$ cat src/rtl/mux_slave_2to1.sv
// Two-master to one-slave request mux with grant-steered response routing.
// Define MUX_SLAVE_OUT_REG_EN to register the slave-side request and the grant (1-cycle latency).
module mux_slave_2to1 (
  input  logic        clk,
  input  logic        rst,
  input  logic [1:0]  grant,
  input  logic        req_in_first,
  input  logic        req_in_second,
  input  logic [31:0] addr_in_first,
  input  logic [31:0] addr_in_second,
  input  logic [31:0] wdata_in_first,
  input  logic [31:0] wdata_in_second,
  input  logic        cmd_in_first,
  input  logic        cmd_in_second,
  output logic        ack_in_first,
  output logic        ack_in_second,
  output logic [31:0] rdata_in_first,
  output logic [31:0] rdata_in_second,
  output logic        req_out,
  output logic [31:0] addr_out,
  output logic        cmd_out,
  output logic [31:0] wdata_out,
  input  logic        ack_out,
  input  logic [31:0] rdata_out
);

  logic        req_mux;
  logic [31:0] addr_mux;
  logic        cmd_mux;
  logic [31:0] wdata_mux;
  logic [1:0]  resp_sel;

  // Grant is not guaranteed one-hot: 00 and 11 both park the slave side idle.
  always_comb begin
    req_mux   = 1'b0;
    addr_mux  = 32'h0;
    cmd_mux   = 1'b0;
    wdata_mux = 32'h0;
    case (grant)
      2'b01: begin
        req_mux   = req_in_first;
        addr_mux  = addr_in_first;
        cmd_mux   = cmd_in_first;
        wdata_mux = wdata_in_first;
      end
      2'b10: begin
        req_mux   = req_in_second;
        addr_mux  = addr_in_second;
        cmd_mux   = cmd_in_second;
        wdata_mux = wdata_in_second;
      end
      default: ;
    endcase
  end

`ifdef MUX_SLAVE_OUT_REG_EN
  logic        req_q;
  logic [31:0] addr_q;
  logic        cmd_q;
  logic [31:0] wdata_q;
  logic [1:0]  grant_q;

  always_ff @(posedge clk) begin
    if (rst) begin
      req_q   <= 1'b0;
      addr_q  <= 32'h0;
      cmd_q   <= 1'b0;
      wdata_q <= 32'h0;
      grant_q <= 2'b00;
    end else begin
      req_q   <= req_mux;
      addr_q  <= addr_mux;
      cmd_q   <= cmd_mux;
      wdata_q <= wdata_mux;
      grant_q <= grant;
    end
  end

  assign req_out   = req_q;
  assign addr_out  = addr_q;
  assign cmd_out   = cmd_q;
  assign wdata_out = wdata_q;
  // Responses follow the owner of the request currently presented to the slave.
  assign resp_sel  = grant_q;
`else
  logic unused_clk;
  assign unused_clk = clk;

  assign req_out   = rst ? 1'b0  : req_mux;
  assign addr_out  = rst ? 32'h0 : addr_mux;
  assign cmd_out   = rst ? 1'b0  : cmd_mux;
  assign wdata_out = rst ? 32'h0 : wdata_mux;
  assign resp_sel  = rst ? 2'b00 : grant;
`endif

  always_comb begin
    ack_in_first    = 1'b0;
    ack_in_second   = 1'b0;
    rdata_in_first  = 32'h0;
    rdata_in_second = 32'h0;
    case (resp_sel)
      2'b01: begin
        ack_in_first   = ack_out;
        rdata_in_first = rdata_out;
      end
      2'b10: begin
        ack_in_second   = ack_out;
        rdata_in_second = rdata_out;
      end
      default: ;
    endcase
  end

endmodule

$ cat config.mk
export PLATFORM = sky130hd
export DESIGN_NAME = mux_slave_2to1
export DESIGN_NICKNAME = d
export VERILOG_FILES = /design/src/rtl/mux_slave_2to1.sv
export SDC_FILE = /design/constraint.sdc
export NUM_CORES = 1
export LEC_CHECK = 0
export CORE_AREA = 2 2 116 118
export DETAILED_ROUTE_END_ITERATION = 10
export DIE_AREA = 0 0 118 120
export DONT_BUFFER_PORTS = 1
export PLACE_DENSITY_LB_ADDON = 0.1
export SLEW_MARGIN = 20
export SYNTH_ARGS = -nofsm -noshare
export SYNTH_HDL_FRONTEND = slang
export SYNTH_SLANG_ARGS = --single-unit
$ cat constraint.sdc
create_clock -name vclk -period 3.26
set_input_delay 0.978 -clock vclk [all_inputs]
set_output_delay 0.978 -clock vclk [all_outputs]
set_load 0.05 [all_outputs]
==> results <==
## cells in the mapped netlist (all sizes together)
cell	count	area, um^2
and2	66	413
or2	1	6.26
a22oi	66	495
nor2	66	248
clkbuf	16	67.6
buf	11	66.3
nor3b	2	25.0
inv	2	7.51
ha	2	25.0
## layer usage
layer	vias up	wire [um]	part of all wire [%]	track usage (%)
met5	-	0	0	0
met4	0	160	1.8	1.88
met3	8	1320	15	6.27
met2	179	4320	50	19.7
met1	991	2920	33	11.8
li1	1030	-	-	-
## cells by family (layout without fill, tap and decap cells)
logic type | after synthesis | after routing
AOI/OAI and AO/OA | 66 | 66
adders and majority gates | 2 | 2
buffers and inverters | 29 | 143
and+or+nand+nor | 135 | 135
## critical path: cells and delay by family
kind | cells | cell delay, ps
buffers and inverters | 3 | 440
and+or+nand+nor | 2 | 450
adders and majority gates | 1 | 260
## layout make-up
type	instances	area share [%]
Timing Repair Buffer	141	60.4
Multi-Input combinational cell	203	33.7
Inverter	2	0.195
Tap cell	176	5.73
## report_power, final
part	internal, uW	switching (uW)
Combinational	217	315
Clock	0	0
Sequential	0	0
## per-stage QoR
stage,instance area [um^2],utilization (%)
after floorplan,1430,-
after global placement,3840,29.6
after detailed placement,3840,29.6
after CTS,3840,29.6
after global routing,3840,29.6
final,3840,29.6
## worst max path at each step
stage                         from      endpoint  slack [ps]  depth (start not counted)
after floorplan           grant[0]  addr_out[22]        -210                          6
after global placement    grant[0]  wdata_out[2]         150                          6
after detailed placement  grant[0]  addr_out[18]         120                          6
after CTS                 grant[0]  addr_out[18]         120                          6
after global routing      grant[0]  wdata_out[7]          30                          6
final                     grant[0]  wdata_out[3]         140                          6
==> results.md <==
* Status: complete, no violations
* Post-placement cell count at 522
* Synthesized Nets at slightly above 400
* Sequential share of the synthesized area at 0%
* Hold EP: rdata_in_first[12]
* Simple-gate area share of the yosys netlist at 51.1%
* P&R area growth vs syn at 184%
* Iteration-0 DRC Markers at 62
* Setup WS post-layout at 140 ps
* Row cnt at 42
* GRT Util Overall at about 11%
* Storage cell area at 0 um^2
* Gpl congestion at approximately 0.67
* Pwr Density at 138 mW/mm^2
* Dpl hpwl at 7.57 mm
* Layout clock buffer count at 0
* Post-synthesis share of cell area spent on xor and xnor gates at 0%
* FFs & Latches at 0
* Core area at 0.0130 mm^2
* Slew @ Worst Pin at 283 ps
* Synth Area per Inst at about 5.8 um^2
* Post-synthesis adder-cell area fraction at 1.85%
* Fin cells at 522
* Compound-cell area share of the yosys netlist at between 30% and 40%
* Synth warn at 0
* Die Height at 120 um
* Crit path required time at ~2300 ps
* Number of setup violations in the final report at 0
* Worst setup SP type: input port
* Drt pass-1 iters at 4
* Fin crit period at 3120 ps
* Worst hold path startpoint: rdata_out[12]
* Initial antenna violation count at 0
* Die area at around 0.014 mm^2
* Pre-CTS setup slack at 123 ps
* Fillers at 1,352
* Pleak at 0.00148 uW
* Num ports at 301
* Nets at approximately 520
* Final worst path period share at 95.7%
* Critical Path AT at between 2000 and 2500 ps
* Antenna-violating nets left at 0
* DRC violations left at 0
* Hold WS at 2240 ps
* Post-CTS Setup Bufs at 0
* Pwr Total at around 530 uW
* Hold Buf Count CTS at 0
* Commonest non-fill, non-tap cell in the layout: buf_12
* Commonest non-fill, non-tap cells in the layout: 101 x buf_12, 66 x and2_1, 66 x a22oi_1
* Crit path cell chain: inv_1 > ha_2 > or2_4 > buf_12 > nor2_1 > buf_4
* Max-cap violation count at 0
* Worst Path Max Fanout at 19
* Fin. Hold Viols at 0
* Vias per inst at 4.23
* Max VDD drop at 44.6 uV
* Vias in the first global route at between 2,000 and 2,500
* ANT cells at 0
* DR vias at between 2,000 and 2,500
* Die Width at 118 um
* WL/cell at roughly 17 um
* Rel. slew slack at 81.1%
* Initial core utilization at 10.4%
* Multiplexer share of the synthesized area at 0%
* First-pass GRT wire length at 12.5 mm
* Drt total wl at 8.71 mm
* Post-Syn Instances at 232
* Fraction of layout cells with a size suffix above 1 at 50.9%
* RSZ-0062 raised after global routing: no
* Global route overflow at 0
* Multi-input logic area at 0.00129 mm^2
* Synthesized cell area at between 0.001 and 0.0015 mm^2
* WS Path Type: input port to output pin
* Largest family of logic cells by synthesized area: simple AND/OR/NAND/NOR gates
* Slowest-stage cell, CP: or2_4
* HP Class: input port to output pin
* Cts repair resizes at 0
* Synth unique cells at 13
* Worst Hold Depth at 2
* Final TNS setup at 0 ps
* IO Port Bufs at 0
* Largest net degree at the start of global routing at between 40 and 50
* Crit end category: output pin
* Largest stage delay, worst path at between 300 and 400 ps
* Final slew viol count at 0
* Max Freq at roughly 320 MHz
Power figures use the tool's default switching activity.
